**src/rtl/multicycle_ctrl_if.sv**
```systemverilog
// Control bus between the multi-cycle controller (master) and the datapath (slave).
// Carries the IR fields and ALU flag in, and every datapath select and enable out.
interface multicycle_ctrl_if #(
  parameter int OPW = 6,
  parameter int FNW = 6
);
  logic [OPW-1:0] OpCode;
  logic [FNW-1:0] Funct;
  logic           Zero;

  logic           PCWrite;
  logic           IorD;
  logic           MemRead;
  logic           MemWrite;
  logic           IRWrite;
  logic           RegWrite;
  logic [1:0]     RegDst;
  logic [1:0]     MemtoReg;
  logic [1:0]     ALUSrcA;
  logic [1:0]     ALUSrcB;
  logic [2:0]     ALUOp;
  logic [1:0]     PCSource;
  logic           instr_done;

  modport master (
    input  OpCode, Funct, Zero,
    output PCWrite, IorD, MemRead, MemWrite, IRWrite, RegWrite,
           RegDst, MemtoReg, ALUSrcA, ALUSrcB, ALUOp, PCSource, instr_done
  );

  modport slave (
    output OpCode, Funct, Zero,
    input  PCWrite, IorD, MemRead, MemWrite, IRWrite, RegWrite,
           RegDst, MemtoReg, ALUSrcA, ALUSrcB, ALUOp, PCSource, instr_done
  );
endinterface

```
**src/rtl/multicycle_ctrl.sv**
```systemverilog
// Main control FSM of the multi-cycle MIPS core: sequences IF/ID/EX/MEM/WB per
// instruction class and drives every datapath select, write enable and the retire pulse.
module multicycle_ctrl #(
  parameter int         OPW    = 6,
  parameter int         FNW    = 6,
  parameter logic [1:0] RA_SEL = 2'b10
) (
  input  logic                clk,
  input  logic                reset,
  multicycle_ctrl_if.master   bus,
  output logic [2:0]          state_o
);

  typedef enum logic [2:0] {
    S_IF  = 3'd0,
    S_ID  = 3'd1,
    S_EX  = 3'd2,
    S_MEM = 3'd3,
    S_WB  = 3'd4
  } state_t;

  typedef enum logic [3:0] {
    C_NOP, C_LW, C_SW, C_R, C_JR, C_IMM, C_BEQ, C_BNE, C_J, C_JAL
  } cls_t;

  localparam logic [OPW-1:0] OP_R     = 'h00;
  localparam logic [OPW-1:0] OP_J     = 'h02;
  localparam logic [OPW-1:0] OP_JAL   = 'h03;
  localparam logic [OPW-1:0] OP_BEQ   = 'h04;
  localparam logic [OPW-1:0] OP_BNE   = 'h05;
  localparam logic [OPW-1:0] OP_ADDI  = 'h08;
  localparam logic [OPW-1:0] OP_ADDIU = 'h09;
  localparam logic [OPW-1:0] OP_SLTI  = 'h0A;
  localparam logic [OPW-1:0] OP_SLTIU = 'h0B;
  localparam logic [OPW-1:0] OP_ANDI  = 'h0C;
  localparam logic [OPW-1:0] OP_ORI   = 'h0D;
  localparam logic [OPW-1:0] OP_LUI   = 'h0F;
  localparam logic [OPW-1:0] OP_LW    = 'h23;
  localparam logic [OPW-1:0] OP_SW    = 'h2B;

  localparam logic [FNW-1:0] FN_SLL   = 'h00;
  localparam logic [FNW-1:0] FN_SRL   = 'h02;
  localparam logic [FNW-1:0] FN_SRA   = 'h03;
  localparam logic [FNW-1:0] FN_JR    = 'h08;

  localparam logic [2:0] ALU_ADD  = 3'b000;
  localparam logic [2:0] ALU_SUB  = 3'b001;
  localparam logic [2:0] ALU_R    = 3'b010;
  localparam logic [2:0] ALU_AND  = 3'b011;
  localparam logic [2:0] ALU_OR   = 3'b100;
  localparam logic [2:0] ALU_SLT  = 3'b101;
  localparam logic [2:0] ALU_SLTU = 3'b110;
  localparam logic [2:0] ALU_LUI  = 3'b111;

  state_t     state;
  state_t     state_next;
  cls_t       cls;
  logic [2:0] imm_alu_op;
  logic       is_shift;

  logic       pc_write;
  logic       iord;
  logic       mem_read;
  logic       mem_write;
  logic       ir_write;
  logic       reg_write;
  logic [1:0] reg_dst;
  logic [1:0] mem_to_reg;
  logic [1:0] alu_src_a;
  logic [1:0] alu_src_b;
  logic [2:0] alu_op;
  logic [1:0] pc_source;
  logic       done;

  // Instruction class from the IR; only meaningful once the IR is loaded (ID onward).
  always_comb begin
    cls = C_NOP;
    case (bus.OpCode)
      OP_R:     cls = (bus.Funct == FN_JR) ? C_JR : C_R;
      OP_J:     cls = C_J;
      OP_JAL:   cls = C_JAL;
      OP_BEQ:   cls = C_BEQ;
      OP_BNE:   cls = C_BNE;
      OP_LW:    cls = C_LW;
      OP_SW:    cls = C_SW;
      OP_ADDI, OP_ADDIU, OP_SLTI, OP_SLTIU,
      OP_ANDI, OP_ORI, OP_LUI:
                cls = C_IMM;
      default:  cls = C_NOP;
    endcase
  end

  always_comb begin
    imm_alu_op = ALU_ADD;
    case (bus.OpCode)
      OP_ANDI:  imm_alu_op = ALU_AND;
      OP_ORI:   imm_alu_op = ALU_OR;
      OP_SLTI:  imm_alu_op = ALU_SLT;
      OP_SLTIU: imm_alu_op = ALU_SLTU;
      OP_LUI:   imm_alu_op = ALU_LUI;
      default:  imm_alu_op = ALU_ADD;
    endcase
  end

  assign is_shift = (bus.Funct == FN_SLL) || (bus.Funct == FN_SRL) ||
                    (bus.Funct == FN_SRA);

  always_ff @(posedge clk or posedge reset) begin
    if (reset) state <= S_IF;
    else       state <= state_next;
  end

  always_comb begin
    state_next = S_IF;
    pc_write   = 1'b0;
    iord       = 1'b0;
    mem_read   = 1'b0;
    mem_write  = 1'b0;
    ir_write   = 1'b0;
    reg_write  = 1'b0;
    reg_dst    = 2'b00;
    mem_to_reg = 2'b00;
    alu_src_a  = 2'b00;
    alu_src_b  = 2'b00;
    alu_op     = ALU_ADD;
    pc_source  = 2'b00;
    done       = 1'b0;

    case (state)
      S_IF: begin
        mem_read   = 1'b1;
        ir_write   = 1'b1;
        alu_src_b  = 2'b01;
        pc_write   = 1'b1;
        state_next = S_ID;
      end

      // ALU precomputes the branch target into ALUOut while the class is decoded.
      S_ID: begin
        alu_src_b = 2'b11;
        case (cls)
          C_LW, C_SW, C_R, C_IMM, C_BEQ, C_BNE: state_next = S_EX;
          C_J: begin
            pc_write  = 1'b1;
            pc_source = 2'b10;
            done      = 1'b1;
          end
          C_JAL: begin
            pc_write   = 1'b1;
            pc_source  = 2'b10;
            reg_write  = 1'b1;
            reg_dst    = RA_SEL;
            mem_to_reg = 2'b10;
            done       = 1'b1;
          end
          C_JR: begin
            pc_write  = 1'b1;
            pc_source = 2'b11;
            done      = 1'b1;
          end
          default: done = 1'b1;
        endcase
      end

      S_EX: begin
        case (cls)
          C_LW, C_SW: begin
            alu_src_a  = 2'b01;
            alu_src_b  = 2'b10;
            state_next = S_MEM;
          end
          C_R: begin
            alu_src_a  = is_shift ? 2'b10 : 2'b01;
            alu_op     = ALU_R;
            state_next = S_WB;
          end
          C_IMM: begin
            alu_src_a  = 2'b01;
            alu_src_b  = 2'b10;
            alu_op     = imm_alu_op;
            state_next = S_WB;
          end
          C_BEQ, C_BNE: begin
            alu_src_a = 2'b01;
            alu_op    = ALU_SUB;
            pc_source = 2'b01;
            pc_write  = (cls == C_BEQ) ? bus.Zero : ~bus.Zero;
            done      = 1'b1;
          end
          default: state_next = S_IF;
        endcase
      end

      S_MEM: begin
        iord = 1'b1;
        if (cls == C_LW) begin
          mem_read   = 1'b1;
          state_next = S_WB;
        end else if (cls == C_SW) begin
          mem_write = 1'b1;
          done      = 1'b1;
        end
      end

      S_WB: begin
        reg_write = 1'b1;
        done      = 1'b1;
        case (cls)
          C_LW:    mem_to_reg = 2'b01;
          C_R:     reg_dst    = 2'b01;
          default: reg_dst    = 2'b00;
        endcase
      end

      default: state_next = S_IF;
    endcase

    // Nothing is enabled or selected while reset is held, even in the IF state.
    if (reset) begin
      pc_write   = 1'b0;
      iord       = 1'b0;
      mem_read   = 1'b0;
      mem_write  = 1'b0;
      ir_write   = 1'b0;
      reg_write  = 1'b0;
      reg_dst    = 2'b00;
      mem_to_reg = 2'b00;
      alu_src_a  = 2'b00;
      alu_src_b  = 2'b00;
      alu_op     = ALU_ADD;
      pc_source  = 2'b00;
      done       = 1'b0;
    end
  end

  assign bus.PCWrite    = pc_write;
  assign bus.IorD       = iord;
  assign bus.MemRead    = mem_read;
  assign bus.MemWrite   = mem_write;
  assign bus.IRWrite    = ir_write;
  assign bus.RegWrite   = reg_write;
  assign bus.RegDst     = reg_dst;
  assign bus.MemtoReg   = mem_to_reg;
  assign bus.ALUSrcA    = alu_src_a;
  assign bus.ALUSrcB    = alu_src_b;
  assign bus.ALUOp      = alu_op;
  assign bus.PCSource   = pc_source;
  assign bus.instr_done = done;

  assign state_o = reset ? 3'd0 : state;

endmodule
```
**src/flat_wrapper.sv**
```systemverilog
// flat-port wrapper written by rule: the top's interface ports become plain ports
module multicycle_ctrl_flat 
#(
  parameter int         OPW    = 6,
  parameter int         FNW    = 6,
  parameter logic [1:0] RA_SEL = 2'b10
)
  (clk, reset, state_o, bus_OpCode, bus_Funct, bus_Zero, bus_PCWrite, bus_IorD, bus_MemRead, bus_MemWrite, bus_IRWrite, bus_RegWrite, bus_RegDst, bus_MemtoReg, bus_ALUSrcA, bus_ALUSrcB, bus_ALUOp, bus_PCSource, bus_instr_done);
  multicycle_ctrl_if #(.OPW(OPW), .FNW(FNW)) bus_i ();
  input  logic clk;
  input  logic reset;
  output logic [2:0] state_o;
  input wire logic [$bits(bus_i.OpCode)-1:0] bus_OpCode;
  input wire logic [$bits(bus_i.Funct)-1:0] bus_Funct;
  input wire logic [$bits(bus_i.Zero)-1:0] bus_Zero;
  output wire logic [$bits(bus_i.PCWrite)-1:0] bus_PCWrite;
  output wire logic [$bits(bus_i.IorD)-1:0] bus_IorD;
  output wire logic [$bits(bus_i.MemRead)-1:0] bus_MemRead;
  output wire logic [$bits(bus_i.MemWrite)-1:0] bus_MemWrite;
  output wire logic [$bits(bus_i.IRWrite)-1:0] bus_IRWrite;
  output wire logic [$bits(bus_i.RegWrite)-1:0] bus_RegWrite;
  output wire logic [$bits(bus_i.RegDst)-1:0] bus_RegDst;
  output wire logic [$bits(bus_i.MemtoReg)-1:0] bus_MemtoReg;
  output wire logic [$bits(bus_i.ALUSrcA)-1:0] bus_ALUSrcA;
  output wire logic [$bits(bus_i.ALUSrcB)-1:0] bus_ALUSrcB;
  output wire logic [$bits(bus_i.ALUOp)-1:0] bus_ALUOp;
  output wire logic [$bits(bus_i.PCSource)-1:0] bus_PCSource;
  output wire logic [$bits(bus_i.instr_done)-1:0] bus_instr_done;
  assign bus_i.OpCode = bus_OpCode;
  assign bus_i.Funct = bus_Funct;
  assign bus_i.Zero = bus_Zero;
  assign bus_PCWrite = bus_i.PCWrite;
  assign bus_IorD = bus_i.IorD;
  assign bus_MemRead = bus_i.MemRead;
  assign bus_MemWrite = bus_i.MemWrite;
  assign bus_IRWrite = bus_i.IRWrite;
  assign bus_RegWrite = bus_i.RegWrite;
  assign bus_RegDst = bus_i.RegDst;
  assign bus_MemtoReg = bus_i.MemtoReg;
  assign bus_ALUSrcA = bus_i.ALUSrcA;
  assign bus_ALUSrcB = bus_i.ALUSrcB;
  assign bus_ALUOp = bus_i.ALUOp;
  assign bus_PCSource = bus_i.PCSource;
  assign bus_instr_done = bus_i.instr_done;
  multicycle_ctrl #(.OPW(OPW), .FNW(FNW), .RA_SEL(RA_SEL)) u_core (.clk(clk), .reset(reset), .bus(bus_i), .state_o(state_o));
endmodule
```
**config.mk**
```make
export PLATFORM = sky130hd
export DESIGN_NAME = multicycle_ctrl_flat
export DESIGN_NICKNAME = d
export VERILOG_FILES = /design/src/rtl/multicycle_ctrl_if.sv /design/src/rtl/multicycle_ctrl.sv /design/src/flat_wrapper.sv
export SDC_FILE = /design/constraint.sdc
export NUM_CORES = 1
export LEC_CHECK = 0
export CORE_MARGIN = 4
export CORE_UTILIZATION = 41
export DETAILED_ROUTE_END_ITERATION = 6
export PLACE_DENSITY = 0.89
export RECOVER_POWER = 25
export SLEW_MARGIN = 20
export SYNTH_ARGS = -nofsm -noshare
export SYNTH_HDL_FRONTEND = slang
export SYNTH_SLANG_ARGS = --single-unit
```
**constraint.sdc**
```tcl
create_clock -name clk -period 6.7 [get_ports clk]
set_input_delay 1.005 -clock clk [delete_from_list [all_inputs] [get_ports clk]]
set_output_delay 1.005 -clock clk [all_outputs]
set_load 0.03 [all_outputs]
```
# After elaboration in Yosys (flattened, before gate mapping)
# Index checks and enable logic that the tools add are counted.
[word_totals] out_inout_bits=23 inputBits=15 register_bits=3
[op_classes] n_mux=52 eq_ne=29 n_reduce_logical=14 bitwise=1
[ops] cell="$eq 6x4->1 const B" count=8
[ops] cell="$pmux 4 s8" count=1
[ops] cell="$eq 6x2->1 const B" count=4
[ops] cell="$mux 1" count=22
[ops] cell="$mux 2" count=10
[ops] cell="$pmux 2 s2" count=5
[ops] cell="$eq 4x3->1 const B" count=4
[ops] cell="$mux 3" count=5
[ops] cell="$pmux 3 s5" count=1
[ops] cell="$eq 6x3->1 const B" count=2
[ops] cell="$eq 6x6->1 const B" count=2
[ops] cell="$logic_not 6->1" count=2
[ops] cell="$pmux 3 s4" count=1
[ops] cell="$pmux 3 s3" count=1
[ops] cell="$eq 4x2->1 const B" count=2
[ops] cell="$eq 4x4->1 const B" count=2
[ops] cell="$reduce_or 2->1" count=4
[ops] cell="$reduce_or 7->1" count=1
[ops] cell="$eq 3x2->1 const B" count=2
[ops] cell="$pmux 2 s3" count=1
[ops] cell="$pmux 3 s2" count=1
[ops] cell="$reduce_or 3->1" count=2
[ops] cell="$reduce_or 6->1" count=1
[ops] cell="$reduce_or 5->1" count=1
[ops] cell="other kinds (9)" count=11

# Depth between registers and ports, before layout
[depth] depth_word=8 ltp_mapped=7

# Worst setup path after synthesis
# No wires, ideal clock.
[synth_path] path_type="input to output" start="input bus_OpCode[5]" end="output bus_ALUSrcA[0]" slack_ns=2.635 cell_stages=5 path_buffers=1 arrival_ns=3.060 path_cell_list="buf_6 or4_4 a2111oi_4 or2b_1 a21boi_0"
[synth_between] elab_chain_cells=8 elab_cells_between_ends=26 cone_classes="eq/ne (19); mux (4); reduce/logical (3)"
[synth_rtl] item="from (decl)" line_no="flat_wrapper.sv:13" rtl="input wire logic [$bits(bus_i.OpCode)-1:0] bus_OpCode;"
[synth_rtl] item="$eq 6x4->1" line_no="multicycle_ctrl.sv:78" rtl="case (bus.OpCode)"
[synth_rtl] item="$reduce_or 7->1" line_no="multicycle_ctrl.sv:78"
[synth_rtl] item="$pmux 4 s8 (*)" line_no="multicycle_ctrl.sv:78"
[synth_rtl] item="$eq 4x3->1 (tied with other cells)" line_no="multicycle_ctrl.sv:166" rtl="case (cls)"
[synth_rtl] item="$reduce_or 5->1 (no source line)"
[synth_rtl] item="$pmux 2 s2 (*)" line_no="multicycle_ctrl.sv:166"
[synth_rtl] item="$mux 2 (*)" line_no="multicycle_ctrl.sv:129" rtl="case (state)"
[synth_rtl] item="$mux 2 (*)" line_no="multicycle_ctrl.sv:219" rtl="if (reset) begin"
[synth_rtl] item="to (decl)" line_no="flat_wrapper.sv:24" rtl="output wire logic [$bits(bus_i.ALUSrcA)-1:0] bus_ALUSrcA;"
# Every way passes the cells marked *; elsewhere a longest branch is shown, timed or not.

# Worst setup path after layout
[layout_path] start="input bus_OpCode[3]" end="output bus_instr_done"
[layout_between] elab_chain_cells=8 elab_cells_between_ends=30 cone_classes="eq/ne (19); mux (7); reduce/logical (4)"
[layout_rtl] item="$eq 6x4->1" line_no="multicycle_ctrl.sv:78"
[layout_rtl] item="$reduce_or 7->1" line_no="multicycle_ctrl.sv:78"
[layout_rtl] item="$pmux 4 s8 (*)" line_no="multicycle_ctrl.sv:78"
[layout_rtl] item="$eq 4x3->1 (tied with other cells)" line_no="multicycle_ctrl.sv:141" rtl="case (cls)"
[layout_rtl] item="$reduce_or 6->1 (tied with other cells)" line_no="multicycle_ctrl.sv:141"
[layout_rtl] item="$mux 1, on equally long branches" line_no="multicycle_ctrl.sv:141, multicycle_ctrl.sv:166, multicycle_ctrl.sv:196"
[layout_rtl] item="$pmux 1 s4 (*)" line_no="multicycle_ctrl.sv:129"
[layout_rtl] item="$mux 1 (*)" line_no="multicycle_ctrl.sv:219"
[layout_rtl] item="to (decl)" line_no="flat_wrapper.sv:28" rtl="output wire logic [$bits(bus_i.instr_done)-1:0] bus_instr_done;"
# Marked as above.

==> qor.yml <==
clocking:
  cts_hold_buf: 0
  h-tree-depth: 1
  clock_sinks: 3
  clkTransAtPathRegs_ps: 40
  cts_tree: "done"
  cts_post_setup_buffers_inserted: 0
  cts_resized: 0
  cts_buffers: 3
  clkLatencyLatePin_ps: 240
  cts_root_buffer: "clkbuf_4"
  clockBufferDepth: 2
timing:
  slew_headroom_pct: 65.39
  fin_tns_setup_ps: 0
  grt_setup_unrepaired: "false"
  max_freq_mhz: 196.4
  layout_min_cycle_time_ps: 5091
  finalCritPeriodShare_pct: 75.99
  worst_pin_slew_ps: 517.5
  hold_viol_final: 0
  finalSetupViolCount: 0
  finClkSkew_ps: 7.408
  slew_violations: 0
routing:
  routed_wl_um: 2515
  vias_per_cell: 5.782
  first_pass_iters: 4
  dr_total_vias: 1035
  wl_per_cell_um: 14.05
  drt-initial-drc-count: 52
  ant_nets: 0
  drc_errors: 0
worst_hold_path:
  worstHoldEndpoint: "u_core.state[0]$_DFF_PP0_"
  worstHoldStart: "u_core.state[2]$_DFF_PP0_"
  whs_path_depth: 1
  hp-class: "reg -> reg"
floorplanning:
  dieHeight_um: 52.74
  core_area_um2: 1802
  die_area_um2: 2782
  ios: 38
  rows: 15
  die_x_um: 52.74
  initial_core_util_pct: 45.56
synth:
  yosysTopAreaCellShare_pct: 9.146
  synth_seq_cells: 3
  yosysWarnings: 0
  ys_async_sr_fraction_pct: 100.0
  ys_top_cells_by_area: "dfrtp_1, buf_6, nand2_1"
  yosysSeqAreaShare_pct: 9.146
  avgSynthCellArea_um2: 6.728
  netlist_area_um2: 820.8
  ys.flop_type: "dfrtp_1"
  syn-num-nets: 137
  synth_edf_count: 0
  yosys.area.top_type: "dfrtp_1"
  synthCells: 122
  synth_cell_types: 41
status:
  status: "completed"
grt:
  grtUsageTotal_pct: 20.36
  grt_pass1_wl_um: 4319
  antenna_found_initial: 0
  overflow: 0
  grt_pass1_vias: 992
  grt_max_degree: 16
final_layout:
  drive_gt1_share_pct: 9.740
  fin_nets: 170
  stdcell_area_um2: 1170
  top_regs: "u_core.state (3)"
  multi_input_area_um2: 648.1
  num_antenna_cells: 0
  area_growth_pct: 42.53
  top_register: "u_core.state"
  fin_cells: 179
  largest_register_ffs: 3
  mostFrequentLayoutCell: "clkdlybuf4s50_1"
  final_cell_mix: "clkdlybuf4s50_1, nand2_1, nor2_1"
  register_area_um2: 75.07
  num-fill-cells: 169
worst_setup_path:
  crit_buf_inv: 2
  crit_slowest_cell: "clkdlybuf4s50_1"
  endpoint_kind: "output pin"
  r2r_slack_ps: 5360
  cp.required_ps: 5690
  crit_chain: "dlygate4sd3_1, or4_4, a2111oi_4, nand3b_1, nand3_1, a221oi_2, clkdlybuf4s50_1"
  arrival_ps: 4090
  r2r_start: "u_core.state[0]$_DFF_PP0_"
  critical-path-top-delay-family: "buffers and inverters"
  startpoint: "bus_OpCode[3]"
  timing_worst_setup_path_type: "in -> out"
  critPathMaxStageDelay_ps: 720
  start_kind: "primary input"
  cp_max_fo: 11
  rr_worst_depth: 2
  rr_endpoint: "u_core.state[1]$_DFF_PP0_"
place:
  post-dp-hpwl_um: 1935
  io_buffers: 37
  place_inst: 175
  dpl-instance-area_um2: 1144
  place_congestion: 0.9035
power_and_ir_drop:
  p_leak_nw: 0.4251
  totalPowerFinal_mw: 0.2133
  power.density_nw_per_um2: 182.3
  ir_drop_mv: 0.1726
run:
  max_cap_violations: 0
worst max-delay path by stage:
stage	slack [ps]	to	depth (start not counted)
floorplan	2640	bus_ALUSrcA[0]	5
global placement	1800	bus_instr_done	7
detailed placement	1700	bus_instr_done	7
CTS	1700	bus_instr_done	7
finish	1610	bus_instr_done	7
global route	1450	bus_instr_done	7
power by group:
group	switching [mW]	internal, mW
Combinational	0.0782	0.0639
Sequential	0.0155	0.0227
Clock	0.0106	0.0224
Total	0.104	0.109
cell families after synthesis:
logic type | count (synthesis) | synth area share (%)
and+or+nand+nor | 72 | 49.54
xor gates and xnor gates | 1 | 1.067
buffers and inverters | 14 | 11.89
AOI/OAI and AO/OA | 32 | 28.35
DFF | 3 | 9.146
routing by layer:
layer	wire length, um	track usage, %	up-vias
li1	-	-	502
met5	0	0	-
met1	1069	27.53	456
met2	1213	32.44	73
met4	17	6.809	0
met3	215	3.134	4
stage by stage:
stage	utilization [%]	worst slack (ps)	hold WS, ps
final	64.93	1609	653.8
after floorplan	-	2635	539.7
after detailed placement	63.47	1699	611.1
after global placement	63.47	1803	610.3
after CTS	64.93	1705	636.8
after global routing	64.93	1450	701.9
cell type report:
class                      count  area share [%]
timing repair buffer          37           31.66
multi-input combinational    105           55.40
inverter                       5           1.604
tap                           25           2.674
sequential                     3           6.417
clock buffer                   4           2.246
synthesized netlist by cell type (2+ instances only):
master    instances
a211oi_1          4
a21boi_0          2
a21oi_1           8
a31oi_1           2
and3_1            2
and3_2            2
buf_4             2
buf_6             5
clkbuf_1          2
dfrtp_1           3
inv_1             5
nand2_1          15
nand2b_1          9
nand3_1           4
nand3b_1          2
nand4_1           3
nor2_1           10
nor2b_1           6
nor3_1            3
nor3b_1           4
o21ai_0           6
o22ai_1           2
or2_2             2
or3_2             2
Note: power is estimated with default switching activity, not from simulation.
==> edit 1 (same flow settings) <==
`FNW` is set to 6 in 3 places; all go to 7.
--- a/src/rtl/multicycle_ctrl_if.sv
+++ b/src/rtl/multicycle_ctrl_if.sv
@@ -2,7 +2,7 @@
 // Carries the IR fields and ALU flag in, and every datapath select and enable out.
 interface multicycle_ctrl_if #(
   parameter int OPW = 6,
-  parameter int FNW = 6
+  parameter int FNW = 7
 );
   logic [OPW-1:0] OpCode;
   logic [FNW-1:0] Funct;
--- a/src/rtl/multicycle_ctrl.sv
+++ b/src/rtl/multicycle_ctrl.sv
@@ -2,7 +2,7 @@
 // instruction class and drives every datapath select, write enable and the retire pulse.
 module multicycle_ctrl #(
   parameter int         OPW    = 6,
-  parameter int         FNW    = 6,
+  parameter int         FNW    = 7,
   parameter logic [1:0] RA_SEL = 2'b10
 ) (
   input  logic                clk,
--- a/src/flat_wrapper.sv
+++ b/src/flat_wrapper.sv
@@ -2,7 +2,7 @@
 module multicycle_ctrl_flat 
 #(
   parameter int         OPW    = 6,
-  parameter int         FNW    = 6,
+  parameter int         FNW    = 7,
   parameter logic [1:0] RA_SEL = 2'b10
 )
   (clk, reset, state_o, bus_OpCode, bus_Funct, bus_Zero, bus_PCWrite, bus_IorD, bus_MemRead, bus_MemWrite, bus_IRWrite, bus_RegWrite, bus_RegDst, bus_MemtoReg, bus_ALUSrcA, bus_ALUSrcB, bus_ALUOp, bus_PCSource, bus_instr_done);
Interface: changed (resized bus_Funct); port bits go from 38 to 39. The function was not compared with the original's and may differ.
==> edit 1 against the original RTL <==
Hold slack got worse by 0.0086 ns; cell count fell by 14%; area after synthesis fell by 16%; cell area fell by 8.2%; clock power fell by 4%; sequential power fell by 5%; non-clock buffer count rose by 1; setup slack improved by 0.53 ns; sequential cell count did not move; highest routed layer unchanged; total power fell by 11%; routed wire length fell by 18%; critical endpoint unchanged.
==> edit 1: results (changes against the original RTL) <==
Post-CTS Setup Inserts: 0 (unchanged)
Pre-Repair DR Iteration Count: 4 (unchanged)
Ratio of cells with drive above 1 in the final layout: 0.08696 (-0.01045)
Starting DRT DRC Count: 20 (-62%)
Clock Latency Late Sink: 0.23 ns
Mux share of post-synthesis cell area: 0.01627 (+0.01627)
# port buffers: 38 (+2.7%)
Routed Wire Length: 2054 um (-18%)
Dpl ws: 2.234 ns (+0.5354 ns)
Compound-cell area share of the yosys netlist: 0.2984 (+0.01484)
GPL Wtd Cong: 0.8777 (-2.9%)
Sequential cell area fraction in the yosys report: 0.1085 (+0.01704)
Worst Hold Class: flop to flop
Yosys cell types: 43 (+4.9%)
Post-CTS Resized: 0 (unchanged)
CP Max Fanout: 5 (-6)
Top_reg_cell synth: dfrtp_1
Hold Crit Start: u_core.state[1]
Yosys Warn Count: 0 (unchanged)
Clock Tree Buf Depth: 2 (unchanged)
Xor and xnor area share after synthesis: 0.03797 (+0.02730)
Clock slew at the register clock pins of the worst setup and hold paths: 0.04 ns (about the same)
FILL cells: 127 (-25%)
Leakage: 0.4075 nW (-4.1%)
Clock root buffer: clkbuf_4
Top flop regs: u_core.state x3
Max incr delay on CP: 0.66 ns (-0.06 ns)
Total track usage: 0.1786 (-0.02500)
Synth area leaders: dfrtp_1 (11%), nand2_1 (7.6%), nor2b_1 (7.2%), nor2_1 (5.4%), nor3_1 (4.3%)
R2r startpoint: u_core.state[1]
Outcome: finished, final reports clean
Clock buffer count from CTS: 3 (unchanged)
Post-Syn Nets: 118 (-14%)
Vias in the first global route: 799 (-19%)
Number of nets in the layout: 155 (-8.8%)
Crit-path slowest cell: clkdlybuf4s50_1
Maximum VDD drop: 0.09046 mV (-48%)
Worst slew pin tran: 0.4966 ns (-0.02089 ns)
H-tree Lvls: 1 (unchanged)
WP data arrival: 3.55 ns (-0.54 ns)
Pin count of the biggest net entering global routing: 14 (-2)
Via total after detailed routing: 889 (-14%)
Syn Area/Cell: 6.783 um2 (+0.83%)
Commonest cells in the netlist: nand2_1 (14), nor2_1 (10), nor2b_1 (8)
Critical Path Source: bus_Funct[2]
Wirelength per Cell: 13.34 um (-5.1%)
DP Wirelength: 1624 um (-16%)
Clock skew: 0.005314 ns (-0.002094 ns)
Post-synth ARST share: 1.000 (unchanged)
First-pass GRT wire length: 3519 um (-19%)
## edit 1: cell types whose count changed after synthesis, moves of 3 or more
cell      unedited run  this run
buf_6                5         0
a21oi_1              8         3
nor3_1               3         6
nor3b_1              4         1
o211ai_1             0         3
nand2b_1             9         0
o21ai_0              6         2
xnor2_1              0         3
## edit 1: path summary, 6_finish.rpt
| path | slack [ns] | cells past startpoint | endpoint |
|---|---|---|---|
| setup / recovery | 2.14 | 7 | bus_instr_done |
| hold / removal | 0.65 | 1 | u_core.state[0] |
| setup reg to reg | 5.48 | 5 | u_core.state[1] |
| hold reg to reg | 0.65 | 1 | u_core.state[0] |
| max in group asynchronous | 5.32 | 2 | u_core.state[1] |
| min in group asynchronous | 1.22 | 2 | u_core.state[0] |
## edit 1: cell type report
| class | instances | area [um2] | share of cell area |
|---|---|---|---|
| Clock buffer | 4 | 26.28 | 0.02448 |
| Inverter | 4 | 15.01 | 0.01399 |
| Sequential cell | 3 | 75.07 | 0.06993 |
| Tap cell | 16 | 20.02 | 0.01865 |
| Timing Repair Buffer | 38 | 380.4 | 0.3543 |
| Multi-Input combinational cell | 89 | 556.8 | 0.5186 |
## edit 1: cell families (layout without fill, tap and decap cells)
group,count (synthesis),in the layout
XOR/XNOR,3,3
AO/OA/AOI/OAI,28,28
multiplexers,1,1
buffers and inverters,10,46
flip-flops,3,3
AND/OR/NAND/NOR,57,57
## edit 1: where the power goes
part           internal (mW)  switching (mW)
registers             0.0226          0.0137
logic                 0.0533          0.0679
clock network         0.0223         0.00943
## edit 1: worst max-delay path: cells and delay by family
family / cells / cell delay [ns]
buffers and inverters: 2 / 1.05
AND/OR/NAND/NOR: 3 / 0.87
AO/OA/AOI/OAI: 2 / 0.62
## edit 1: metrics by stage
stage	hold slack, ns	area (um2)
floorplan	0.5360	691.9
global placement	0.6120	1057
CTS	0.6429	1084
detailed placement	0.6377	1057
global route	0.6751	1074
finish	0.6452	1074
## edit 1: metal layers
layer | vias to the layer above | wire length, um | part of all wire | global-route usage
met5 | - | 0 | 0 | 0
met4 | 0 | 8 | 0.0039 | 0.04265
met2 | 40 | 987 | 0.48 | 0.3036
li1 | 449 | - | - | -
met3 | 2 | 153 | 0.074 | 0.03976
met1 | 398 | 904 | 0.44 | 0.2257
==> edit 2 (same flow settings) <==
Without the edit above. Reset style: synchronous (`reset`), changed in one clocked block.
--- a/src/rtl/multicycle_ctrl.sv
+++ b/src/rtl/multicycle_ctrl.sv
@@ -105,7 +105,7 @@
   assign is_shift = (bus.Funct == FN_SLL) || (bus.Funct == FN_SRL) ||
                     (bus.Funct == FN_SRA);
 
-  always_ff @(posedge clk or posedge reset) begin
+  always_ff @(posedge clk) begin
     if (reset) state <= S_IF;
     else       state <= state_next;
   end
Behaviour: no difference found for any inputs over 10 cycles, from zero or initial values and one cycle with reset high; that may be too few to reach the edited logic, so the function may still have changed.
==> edit 2 against the original RTL <==
Critical endpoint is now bus_PCWrite; sequential cell count unchanged; routed wire length fell by 14%; setup slack improved by 0.23 ns; clock skew decreased by 0.0060 ns; area after synthesis fell by 19%; cell area down 12%.
Power is not compared: it rests on default switching activity, and its combinational part moved more than twofold at a synthesized area within 25%.
==> edit 2: results (changes against the original RTL) <==
Routed Wire Length: 2163 um (-14%)
Compound-cell area share of the yosys netlist: 0.2406 (-0.04294)
Crit-path slowest cell: clkdlybuf4s50_1
Mux share of post-synthesis cell area: 0 (unchanged)
Multi-input gates: 96 (-8.6%)
Sequential cell area fraction in the yosys report: 0.09023 (-0.001238)
Pin count of the biggest net entering global routing: 15 (-1)
Pre-Repair DR Iteration Count: 4 (unchanged)
Adder-Cell Fraction of Synth Area: 0 (unchanged)
Vias in the first global route: 799 (-19%)
Synth area leaders: nand2_1 (11%), dfxtp_1 (9.0%), nor2_1 (8.5%), nand2b_1 (5.6%), nor3_1 (5.3%)
Clock root buffer: clkbuf_4
Starting DRT DRC Count: 34 (-35%)
FILL cells: 140 (-17%)
Post-Syn Nets: 123 (-10%)
Cell family with most CP delay: buffers and inverters
Yosys cell types: 42 (+2.4%)
Post-synth ARST share: 0 (-1.000)
Outcome: finished, final reports clean
Multi-input logic area: 550.5 um2 (-15%)
Total track usage: 0.1894 (-0.01423)
Vias/cell: 5.785 (about the same)
Worst slew pin tran: 0.5821 ns (+0.06460 ns)
Clock Latency Late Sink: 0.24 ns (about the same)
ClkCell Share: 0.02539 (+0.002933)
Non-clk buf share: 0.3579 (+0.04134)
Number of nets in the layout: 158 (-7.1%)
Clock skew: 0.001376 ns (-0.006033 ns)
Yosys Warn Count: 0 (unchanged)
Critical Path Source: bus_Funct[2]
Dpl ws: 1.980 ns (+0.2817 ns)
Commonest cells in the netlist: nand2_1 (19), nor2_1 (15), nor3_1 (7)
Top_reg_cell synth: dfxtp_1
Logic inverters: 2 (-3)
Ratio of cells with drive above 1 in the final layout: 0.07042 (-0.02698)
R2r startpoint: u_core.state[2]
Xor and xnor area share after synthesis: 0.02632 (+0.01565)
CP Max Fanout: 3 (-8)
GPL Wtd Cong: 0.8832 (-2.2%)
First-pass GRT wire length: 3249 um (-25%)
H-tree Lvls: 1 (unchanged)
Register area: 60.06 um2 (-20%)
WP data arrival: 3.85 ns (-0.24 ns)
# port buffers: 37 (unchanged)
DP Wirelength: 1683 um (-13%)
Hold Crit Start: u_core.state[1]
## edit 2: power by group
group | internal, mW | switching [mW] | total [mW]
Sequential | 0.0186 | 0.00149 | 0.0201
Clock | 0.0225 | 0.0115 | 0.0339
Combinational | 0.0212 | 0.0252 | 0.0465
Total | 0.0623 | 0.0382 | 0.100
## edit 2: through the flow
stage               area (um2)  cells
finish                    1035    158
global route              1035    158
CTS                       1040    158
detailed placement        1013    154
global placement          1013    154
floorplan                665.6    108
## edit 2: routing by layer
layer	vias to the layer above	GRT usage	wire length (um)
met5	-	0	0
met3	2	0.03690	179
met1	412	0.2326	946
met2	50	0.3255	1024
met4	0	0.06452	12
li1	450	-	-
## edit 2: worst paths after layout
| path | end | slack, ns | depth (start not counted) |
|---|---|---|---|
| worst max register to register | u_core.state[1] | 5.42 | 4 |
| worst min-delay path | u_core.state[0] | 0.75 | 2 |
| worst max-delay path | bus_PCWrite | 1.84 | 8 |
| worst min register to register | u_core.state[0] | 0.75 | 2 |
